===== src/rtl/vchip_pkg.sv =====
// Shared constants and types for the virtual-chip sequence recognizer bank.
// Defaults match the single-channel 8-bit recognizer this bank replaces.
package vchip_pkg;

  localparam int         VCHIP_NCH     = 4;
  localparam int         VCHIP_LEN     = 8;
  localparam int         VCHIP_CNT_W   = 8;
  localparam logic [7:0] VCHIP_PATTERN = 8'hB6;

  typedef enum logic {
    DET_NONOVL = 1'b0,
    DET_OVL    = 1'b1
  } det_mode_e;

endpackage


===== src/rtl/seq_recognizer.sv =====
// One recognizer channel: shift register, fill counter, match pulse and a
// saturating hit counter. Bit LEN-1 of PATTERN is the first bit received.
module seq_recognizer
  import vchip_pkg::*;
#(
  parameter int             LEN     = VCHIP_LEN,
  parameter int             CNT_W   = VCHIP_CNT_W,
  parameter logic [LEN-1:0] PATTERN = LEN'(VCHIP_PATTERN)
) (
  input  logic             clk,
  input  logic             rst_n,
  input  logic             en,
  input  logic             din,
  input  logic             overlap,
  input  logic             clr,
  output logic             match,
  output logic [CNT_W-1:0] hit_cnt,
  output logic             cnt_sat
);

  localparam int                FILL_W    = $clog2(LEN + 1);
  localparam logic [FILL_W-1:0] FILL_FULL = FILL_W'(LEN);

  logic [LEN-1:0]    r_sr;
  logic [FILL_W-1:0] r_fill;
  logic              r_match;
  logic [CNT_W-1:0]  r_hit_cnt;

  logic [LEN-1:0]    w_sr_n;
  logic [FILL_W-1:0] w_fill_n;
  logic              w_hit;
  logic              w_cnt_max;

  assign w_sr_n    = {r_sr[LEN-2:0], din};
  assign w_fill_n  = (r_fill == FILL_FULL) ? FILL_FULL : r_fill + 1'b1;
  // The fill qualifier keeps an all-zero pattern from matching a freshly cleared sr.
  assign w_hit     = (w_sr_n == PATTERN) && (w_fill_n == FILL_FULL);
  assign w_cnt_max = &r_hit_cnt;

  // NOTE: every state register uses non-blocking assignment so all of them
  // update from the same pre-edge values; blocking here would chain them.
  always_ff @(posedge clk or negedge rst_n) begin
    if (!rst_n) begin
      r_sr      <= '0;
      r_fill    <= '0;
      r_match   <= 1'b0;
      r_hit_cnt <= '0;
    end else if (clr) begin
      r_sr      <= '0;
      r_fill    <= '0;
      r_match   <= 1'b0;
      r_hit_cnt <= '0;
    end else if (en) begin
      r_sr    <= w_sr_n;
      r_match <= w_hit;
      r_fill  <= (w_hit && !overlap) ? '0 : w_fill_n;
      if (w_hit && !w_cnt_max) r_hit_cnt <= r_hit_cnt + 1'b1;
    end else begin
      r_match <= 1'b0;
    end
  end

  assign match   = r_match;
  assign hit_cnt = r_hit_cnt;
  assign cnt_sat = w_cnt_max;

endmodule


===== src/rtl/seq_recognizer_bank.sv =====
// NCH independent recognizer channels sharing one pattern, strobe and mode.
// Channel i's counter occupies hit_cnt[i*CNT_W +: CNT_W].
module seq_recognizer_bank
  import vchip_pkg::*;
#(
  parameter int             NCH     = VCHIP_NCH,
  parameter int             LEN     = VCHIP_LEN,
  parameter int             CNT_W   = VCHIP_CNT_W,
  parameter logic [LEN-1:0] PATTERN = LEN'(VCHIP_PATTERN)
) (
  input  logic                 clk,
  input  logic                 rst_n,
  input  logic                 en,
  input  logic [NCH-1:0]       din,
  input  logic                 overlap,
  input  logic                 clr,
  output logic [NCH-1:0]       match,
  output logic [NCH*CNT_W-1:0] hit_cnt,
  output logic [NCH-1:0]       cnt_sat
);

  for (genvar i = 0; i < NCH; i++) begin : g_ch
    seq_recognizer #(
      .LEN    (LEN),
      .CNT_W  (CNT_W),
      .PATTERN(PATTERN)
    ) u_ch (
      .clk    (clk),
      .rst_n  (rst_n),
      .en     (en),
      .din    (din[i]),
      .overlap(overlap),
      .clr    (clr),
      .match  (match[i]),
      .hit_cnt(hit_cnt[i*CNT_W +: CNT_W]),
      .cnt_sat(cnt_sat[i])
    );
  end

endmodule


===== config.mk =====
export PLATFORM = sky130hd
export DESIGN_NAME = seq_recognizer_bank
export DESIGN_NICKNAME = d
export VERILOG_FILES = /design/src/rtl/vchip_pkg.sv /design/src/rtl/seq_recognizer.sv /design/src/rtl/seq_recognizer_bank.sv
export SDC_FILE = /design/constraint.sdc
export NUM_CORES = 1
export LEC_CHECK = 0
export ABC_AREA = 1
export CAP_MARGIN = 20
export CORE_ASPECT_RATIO = 0.8
export CORE_MARGIN = 2
export CORE_UTILIZATION = 44
export CTS_CLUSTER_SIZE = 8
export DETAILED_ROUTE_END_ITERATION = 10
export GPL_ROUTABILITY_DRIVEN = 1
export PLACE_DENSITY = 0.66
export SETUP_SLACK_MARGIN = 0.02
export SLEW_MARGIN = 20
export SYNTH_ARGS = -nofsm -noshare
export SYNTH_HDL_FRONTEND = slang
export SYNTH_HIERARCHICAL = 1
export SYNTH_SLANG_ARGS = --single-unit

===== constraint.sdc =====
create_clock -name clk -period 2 [get_ports clk]
set_input_delay 0.4 -clock clk [delete_from_list [all_inputs] [get_ports clk]]
set_output_delay 0.4 -clock clk [all_outputs]
set_load 0.01 [all_outputs]

==> results of run 1 <==
worst min path at each step:
stage               start                      end  depth (start not counted)
floorplan           rst_n  g_ch[0].u_ch/hit_cnt[0]                          0
global placement    rst_n  g_ch[0].u_ch/hit_cnt[6]                          1
detailed placement  rst_n  g_ch[0].u_ch/hit_cnt[7]                          1
CTS                 rst_n  g_ch[0].u_ch/hit_cnt[4]                          2
global route        rst_n  g_ch[0].u_ch/hit_cnt[4]                          2
finish              rst_n  g_ch[0].u_ch/hit_cnt[4]                          2
repair_timing:
item | CTS | global route
hold buffers | 1 | 0
pin swaps | 0 | 2
buffers inserted | 6 | 2
endpoints found under the setup margin | 4 | 4
hold endpoints to repair | 23 | 0
resized for setup | 5 | 8
where the power goes:
part           switching (mW)  internal [mW]  total (mW)
logic                   0.272          0.184       0.456
registers              0.0389           1.67        1.70
clock network           0.623           1.04        1.66
total                   0.935           2.89        3.82
sequential cells by signal (all words and copies together), names as in the netlist:
name / count
g_ch.u_ch/hit_cnt: 32
g_ch.u_ch/r_sr: 28
g_ch.u_ch/r_fill: 16
g_ch.u_ch/match: 4
critical path, cell delays in order (launching register included):
cell and delay [ns]:
dfrtp_1 0.39, ha_1 0.23, nand2_2 0.09, nor2_2 0.05, nand2_2 0.10, inv_1 0.05, dlygate4sd2_1 0.27
cell type report:
class | count | area (um^2)
Timing Repair Buffer | 79 | 738
Clock buffer | 14 | 264
Sequential cell | 80 | 2000
Fill cell | 954 | 4490
Inverter | 91 | 342
Multi-Input combinational cell | 422 | 2270
Tap cell | 140 | 175
Clock inverter | 2 | 37.5
placed cells by master, fill, tap and decap left out, types with 9 or more instances in the layout:
master,synthesis,routed
a21oi_1,13,13
clkdlybuf4s50_1,0,43
o21ai_0,12,12
clkbuf_16,0,9
o22ai_1,30,30
nor2_1,55,55
buf_4,3,28
inv_1,76,76
dfrtp_1,80,80
nand2_1,127,125
inv_2,15,15
nand2_2,21,23
ha_1,12,11
nand3_1,92,91
cells by family (layout without fill, tap and decap cells):
group                      after synthesis  in the layout  share of synthesized area
DFF                                     80             80                      0.427
xor gates and xnor gates                 8              8                     0.0149
adders and majority gates               12             12                     0.0320
buffers and inverters                  106            186                     0.0918
AOI/OAI and AO/OA                       62             62                     0.0742
and+or+nand+nor                        340            340                      0.360
through the flow:
stage	hold WS (ns)	std cells	TNS [ns]	area, um^2	utilization
5_1_grt	0.536	828	-0.0201	5830	0.565
2_1_floorplan	0.104	608	0	4690	-
6_report	0.517	828	0	5830	0.565
4_1_cts	0.515	826	0	5810	0.563
3_5_place_dp	0.334	803	0	5450	0.528
3_3_place_gp	0.336	803	0	5450	0.528
layer usage:
metal  GRT usage  vias up  routed length (um)
met5           0        -                   0
met3      0.0432       11                 398
met1       0.260     2020                5120
met4      0.0716        0                 138
met2       0.325       74                4920
li1            -     2133                   -
==> qor.csv, run 1 <==
metric,value,unit
status,completed,
row count,33,
commonest cells in the netlist,"127 x nand2_1, 92 x nand3_1, 80 x dfrtp_1, 76 x inv_1, 55 x nor2_1",
1st-iter DRT viols,301,
H-tree Lvls,3,
cell with the most instances after synthesis,nand2_1,
pwr/cell area,655,nW/um^2
global-route wire length before repair,18200,um
initial antenna violation count,0,
Post-Synthesis Cells,608,
Routability Congestion,0.860,
nets,704,
number of port buffers,48,
Syn. warnings,6,
synthesized cell area,4690,um^2
largest net degree at the start of global routing,36,
worst setup path endpoint,cnt_sat[2],
clk slew on worst S/H paths,0.06,ns
drt first pass iters,5,
Total Power,3.82,mW
Yosys top cell by area,dfrtp_1,
r2r endpoint,g_ch[1].u_ch/hit_cnt[0],
"EDFF count, synth",0,
sequential fraction of the synthesis area,0.427,
crit-path max FO,3,
unique cell type count in the Yosys netlist,28,
drt total wl,10600,um
Routed Antenna Nets,0,
Highest Clock Rate,519,MHz
All-Layer GR Usage,0.197,
initial core utilization,0.454,
worst-skew pair later-pin latency,0.33,ns
Core Area,10300,um^2
Setup crit start,g_ch[2].u_ch/hit_cnt[0],
leakage power of the design,2.70,nW
CP Data Required Time,1.60,ns
worst IR drop on VDD,0.425,mV
max_cap viols,0,
setup ws final,0.0731,ns
Vias,4238,
Setup WS pre-CTS,0.0796,ns
layout cell share with drive strength beyond 1,0.160,
synthesized flop and latch total,80,
worst r2r src,g_ch[1].u_ch/r_fill[0],
Synthesized Nets,629,
Slew headroom,0.766,
Root Driver,clkbuf_16,
I/O pin total,49,
Tcrit/Tclk final,0.963,
largest cells by area after synthesis,"dfrtp_1 43%, nand2_1 10%, nand3_1 9.8%",
CP Launch Type,register,
reg2reg path depth,9,
vias in the first global route,4080,
Die Span Y,96.3,um
Clock Tree Buf Depth,2,
CTS Sinks,80,
Setup CP Type,reg -> out,
DIE AREA,11500,um^2
Worst Skew,0.00679,ns
Final Max Slew Viols,0,
Most used DFF post-synth,dfrtp_1,
count of final setup violators,0,
Worst-Margin Slew,0.350,ns
endpoints failing hold,0,
CTS buffer count,9,
WL/cell,12.8,um
Final min period,1.93,ns
Worst Path Arrival,1.53,ns
HP Class,in -> async,
Post-DP HPWL,7420,um
"Area growth, synth to finish",24.4,%
Die Width,119,um
DRC violations left,0,
R2R Setup Slk,0.31,ns
number of vias per cell,5.12,
share of flip-flops with an asynchronous set or reset,1.00,
ANT cells,0,
Mean Syn Cell Area,7.71,um^2
post-synth top area share,0.427,
CTS tree,built,
GR Overflow Total,0,
CP Capture Type,output pin,
No activity file was read; power rests on OpenSTA's default activity.
==> inputs of run 2 (changes only) <==
--- a/config.mk
+++ b/config.mk
@@ -15,6 +15,7 @@
 export GPL_ROUTABILITY_DRIVEN = 1
 export PLACE_DENSITY = 0.66
 export SETUP_SLACK_MARGIN = 0.02
+export SKIP_CTS_REPAIR_TIMING = 1
 export SLEW_MARGIN = 20
 export SYNTH_ARGS = -nofsm -noshare
 export SYNTH_HDL_FRONTEND = slang
==> constraint.sdc (replaced) <==
create_clock -name clk -period 2 [get_ports clk]
set_input_delay 0.4 -clock clk [delete_from_list [all_inputs] [get_ports clk]]
set_output_delay 0.4 -clock clk [all_outputs]
set_load 0.05 [all_outputs]
==> qor.csv, run 2 (synthesis results as in run 1) <==
metric,value,unit,change
status,completed,,
pwr/cell area,664,nW/um^2,+1.3%
worst IR drop on VDD,0.474,mV,+12%
CTS Sinks,80,,unchanged
CTS buffer count,9,,unchanged
GR Overflow Total,0,,unchanged
Setup WS pre-CTS,0.159,ns,+0.0793 ns
r2r endpoint,g_ch[1].u_ch/hit_cnt[4],,
post-route cell area,5850,um^2,+0.30%
vias in the first global route,3906,,-4.3%
Routability Congestion,0.822,,-4.4%
Crit-path slowest cell,clkdlybuf4s50_1,,
number of vias per cell,5.02,,-1.8%
Highest Clock Rate,516,MHz,-0.63%
endpoints failing hold,0,,unchanged
WL/cell,12.6,um,-1.6%
drt first pass iters,6,,+1
Die Span Y,96.3,um,unchanged
Die Width,119,um,unchanged
Setup CP Type,reg -> out,,
Routed Antenna Nets,0,,unchanged
max_cap viols,0,,unchanged
cell family with most CP delay,buffers and inverters,,
1st-iter DRT viols,259,,-14%
Core Area,10300,um^2,unchanged
unrepaired setup endpoints after global routing,true,,
most frequent cells in the layout,"125 x nand2_1, 91 x nand3_1, 78 x dfrtp_1",,
number of port buffers,48,,unchanged
worst-skew pair later-pin latency,0.34,ns,about the same
"commonest non-fill, non-tap cell in the layout",nand2_1,,
crit-path cells,clkdlybuf4s50_1,,
post-route setup TNS,0,ns,unchanged
Tcrit/Tclk final,0.970,,+0.00613
largest net degree at the start of global routing,81,,+130%
initial antenna violation count,0,,unchanged
post-layout util,0.567,,+0.00170
CTS tree,built,,
Final Max Slew Viols,0,,unchanged
Worst Path Arrival,1.54,ns,about the same
leakage power of the design,3.04,nW,+12%
row count,33,,unchanged
Vias,4095,,-3.4%
CP Launch Type,register,,
Worst Skew,0.00402,ns,-0.00277 ns
placed cell area,5400,um^2,-0.96%
Buf/Inv on CP,1,,-1
drt total wl,10200,um,-3.2%
Largest register FFs,32,,unchanged
layout cell share with drive strength beyond 1,0.179,,+0.0194
H-tree Lvls,3,,unchanged
initial core utilization,0.454,,unchanged
clk slew on worst S/H paths,0.06,ns,about the same
"Area growth, synth to finish",24.8,%,
I/O pin total,49,,unchanged
All-Layer GR Usage,0.189,,-0.00836
crit-path max FO,4,,+1
nets,691,,-1.8%
setup ws final,0.0609,ns,-0.0123 ns
CP Capture Type,output pin,,
Root Driver,clkbuf_16,,
R2R Setup Slk,0.28,ns,-0.03 ns
worst r2r src,g_ch[1].u_ch/r_fill[0],,
ANT cells,0,,unchanged
Slew headroom,0.656,,-0.110
DRC violations left,0,,unchanged
reg2reg path depth,9,,unchanged
global-route wire length before repair,17500,um,-3.8%
DIE AREA,11500,um^2,unchanged
Clock Tree Buf Depth,2,,unchanged
Post-DP HPWL,7090,um,-4.5%
Worst-Margin Slew,0.515,ns,+0.165 ns
Final min period,1.94,ns,+0.0123 ns
count of final setup violators,0,,unchanged
max incr delay on CP,0.82,ns,+0.43 ns
FILL cells,933,,-2.2%
HP Class,in -> async,,
CP Data Required Time,1.60,ns,about the same
[run 2: cell types whose count changed in the layout (fill, tap and decap cells not counted), moves of 3 or more]
cell             change
clkdlybuf4s50_1     -31
dlymetal6s2s_1      +21
inv_2                +4
ha_2                 +3
ha_1                 -3
inv_1                -4
buf_12               +4
[run 2: final cells by class]
type                    instances  area (um^2)  area share
multi-input cells             422         2300       0.393
flip-flops and latches         80         2000       0.343
repair buffers                 66          718       0.123
inverters                      91          342      0.0584
clock buffers                  12          256      0.0439
well taps                     140          175      0.0300
clock inverters                 4         52.6     0.00899
[run 2: how the worst max path moves through the flow]
stage | start | to | slack (ns) | cells after the start
finish | g_ch[0].u_ch/hit_cnt[7] | hit_cnt[7] | 0.06 | 1
CTS | g_ch[0].u_ch/hit_cnt[0] | hit_cnt[0] | -0.02 | 1
global route | g_ch[0].u_ch/hit_cnt[1] | cnt_sat[0] | -0.02 | 6
detailed placement | clr | g_ch[3].u_ch/r_fill[3] | 0.16 | 7
global placement | clr | g_ch[3].u_ch/r_fill[3] | 0.18 | 7
floorplan | g_ch[0].u_ch/hit_cnt[0] | cnt_sat[0] | 0.03 | 5
[run 2: per-stage QoR]
stage | instances | hold slack (ns) | total power [mW]
2_1_floorplan | 608 | 0.104 | 2.03
3_3_place_gp | 794 | 0.460 | 2.21
3_5_place_dp | 794 | 0.467 | 2.22
4_1_cts | 810 | 0.102 | 3.91
5_1_grt | 815 | 0.120 | 4.05
6_report | 815 | 0.0554 | 3.88
[run 2: routing by layer]
| layer | global-route usage | part of all wire | up-vias |
|---|---|---|---|
| li1 | - | - | 2118 |
| met5 | 0 | 0 | - |
| met4 | 0.0431 | 0.0086 | 0 |
| met2 | 0.312 | 0.46 | 64 |
| met3 | 0.0480 | 0.031 | 6 |
| met1 | 0.253 | 0.50 | 1907 |
[run 2: worst register-to-register path: stages (launching register included)]
cell	delay, ns
dfrtp_1	0.40
inv_1	0.10
ha_1	0.32
nor2_1	0.13
nand2_1	0.11
nor2_4	0.13
nand4_4	0.19
nand2_4	0.16
nand2_1	0.07
nand2_1	0.05
[run 2: where the power goes]
part           leakage [nW]  switching, mW  internal (mW)  total [mW]
logic                  1.80          0.317          0.163       0.480
registers              1.10         0.0511           1.67        1.72
clock network         0.141          0.650           1.03        1.68
total                  3.04           1.02           2.86        3.88
==> inputs of run 3 (changes only) <==
--- a/config.mk
+++ b/config.mk
@@ -12,10 +12,10 @@
 export CORE_UTILIZATION = 44
 export CTS_CLUSTER_SIZE = 8
 export DETAILED_ROUTE_END_ITERATION = 10
+export DONT_BUFFER_PORTS = 1
 export GPL_ROUTABILITY_DRIVEN = 1
-export PLACE_DENSITY = 0.66
+export PLACE_DENSITY = 0.61
 export SETUP_SLACK_MARGIN = 0.02
-export SKIP_CTS_REPAIR_TIMING = 1
 export SLEW_MARGIN = 20
 export SYNTH_ARGS = -nofsm -noshare
 export SYNTH_HDL_FRONTEND = slang
==> qor.csv, run 3 (synthesis results as in run 1) <==
metric,value,unit,change
clk slew on worst S/H paths,0.06,ns,about the same
CTS buffer count,9,,unchanged
1st-iter DRT viols,382,,+47%
Routed Antenna Nets,0,,unchanged
Tcrit/Tclk final,0.952,,-0.0173
Final min period,1.90,ns,-0.0347 ns
initial core utilization,0.454,,unchanged
nets,662,,-4.2%
Root Driver,clkbuf_16,,
Highest Clock Rate,525,MHz,+1.8%
failing checks,hold timing,,
crit-path cells,nand2_1 -> nor3_2 -> nand2_2 -> inv_2 -> buf_12,,
post-layout util,0.523,,-0.0434
CP Data Required Time,1.60,ns,about the same
FILL cells,972,,+4.2%
WL/cell,13.4,um,+7.0%
Routability Congestion,0.815,,-0.92%
DRC violations left,0,,unchanged
layout cell share with drive strength beyond 1,0.177,,-0.00252
Largest register FFs,32,,unchanged
HP Class,in -> async,,
worst-skew pair later-pin latency,0.34,ns,about the same
max_cap viols,0,,unchanged
DIE AREA,11500,um^2,unchanged
crit-path max FO,8,,+4
Post-DP HPWL,7030,um,-0.75%
status,"finished, violations left",,
most frequent cells in the layout,"127 x nand2_1, 92 x nand3_1, 80 x dfrtp_1",,
drt first pass iters,4,,-2
Worst-Margin Slew,0.645,ns,+0.130 ns
post-route cell area,5400,um^2,-7.7%
vias in the first global route,3781,,-3.2%
Worst Path Arrival,1.50,ns,-0.04 ns
final hold slack,-0.240,ns,-0.296 ns
CTS tree,built,,
pwr/cell area,683,nW/um^2,+2.9%
"Area growth, synth to finish",15.2,%,
Vias,4050,,-1.1%
drt total wl,10500,um,+3.0%
Clock Tree Buf Depth,2,,unchanged
CP Launch Type,register,,
global-route wire length before repair,17700,um,+0.94%
endpoints failing hold,80,,+80
Worst Skew,0.00715,ns,+0.00312 ns
All-Layer GR Usage,0.192,,+0.00315
Crit-path slowest cell,dfrtp_1,,
Final Max Slew Viols,0,,unchanged
"commonest non-fill, non-tap cell in the layout",nand2_1,,
CTS Sinks,80,,unchanged
unrepaired setup endpoints after global routing,true,,
Slew headroom,0.569,,-0.0871
post-route setup TNS,0,ns,unchanged
largest net degree at the start of global routing,81,,unchanged
number of port buffers,0,,-100%
Die Span Y,96.3,um,unchanged
H-tree Lvls,3,,unchanged
Setup CP Type,reg -> out,,
Core Area,10300,um^2,unchanged
Die Width,119,um,unchanged
max incr delay on CP,0.51,ns,-0.31 ns
placed cell area,5100,um^2,-5.6%
initial antenna violation count,0,,unchanged
worst IR drop on VDD,0.389,mV,-18%
CP Capture Type,output pin,,
I/O pin total,49,,unchanged
ANT cells,0,,unchanged
GR Overflow Total,0,,unchanged
count of final setup violators,0,,unchanged
number of vias per cell,5.16,,+2.7%
leakage power of the design,2.56,nW,-16%
row count,33,,unchanged
==> run 3: area by class of cell <==
class / count / area, um^2 / area share
clock buffer: 9 / 225 / 0.0417
clock inverter: 6 / 61.3 / 0.0114
inverter: 91 / 342 / 0.0633
multi-input combinational: 422 / 2270 / 0.420
sequential: 80 / 2000 / 0.371
tap: 140 / 175 / 0.0324
timing repair buffer: 37 / 328 / 0.0607
==> run 3: final timing paths <==
check | start | to | slack, ns | cells after the start
min in group clk | clr | g_ch[2].u_ch/match | 0.14 | 1
worst min-delay path | rst_n | g_ch[2].u_ch/hit_cnt[6] | -0.24 | 0
max in group asynchronous | rst_n | g_ch[1].u_ch/r_sr[6] | 2.10 | 0
worst max register to register | g_ch[2].u_ch/r_fill[0] | g_ch[2].u_ch/hit_cnt[7] | 0.32 | 8
worst max-delay path | g_ch[2].u_ch/hit_cnt[4] | cnt_sat[2] | 0.1 | 5
worst min register to register | g_ch[1].u_ch/r_sr[6] | g_ch[1].u_ch/r_sr[6] | 0.53 | 2
==> run 3: where the power goes <==
part	switching [mW]	internal (mW)	total [mW]	leakage [nW]
Clock	0.649	0.954	1.60	0.141
Combinational	0.271	0.113	0.384	1.31
Sequential	0.0371	1.67	1.70	1.10
Total	0.957	2.73	3.69	2.56
==> run 3: critical path, delay by kind of cell (launching register included) <==
kind                   cells  cell delay, ns
DFF                        1            0.51
and+or+nand+nor            3            0.44
buffers and inverters      2            0.22
==> run 3: per-layer routing <==
layer  part of all wire  GRT usage
met5                  0          0
met4              0.010     0.0451
met3              0.057     0.0622
met2               0.45      0.304
met1               0.48      0.259
==> run 3: stage by stage <==
| step | cells | hold slack [ns] | setup WS (ns) | power [mW] |
|---|---|---|---|---|
| final | 785 | -0.240 | 0.0956 | 3.69 |
| after global routing | 785 | -0.266 | 0.00547 | 3.85 |
| after CTS | 785 | -0.262 | 0.0497 | 3.74 |
| after detailed placement | 770 | 0.108 | 0.350 | 2.11 |
| after global placement | 770 | 0.107 | 0.390 | 2.10 |
| after floorplan | 608 | 0.104 | 0.0274 | 2.03 |
==> run 3: repair_timing <==
item	4_1_cts	5_1_grt
resized for setup	0	4
setup endpoints to repair	0	2
endpoints found under the hold margin	80	80
buffers inserted	0	0
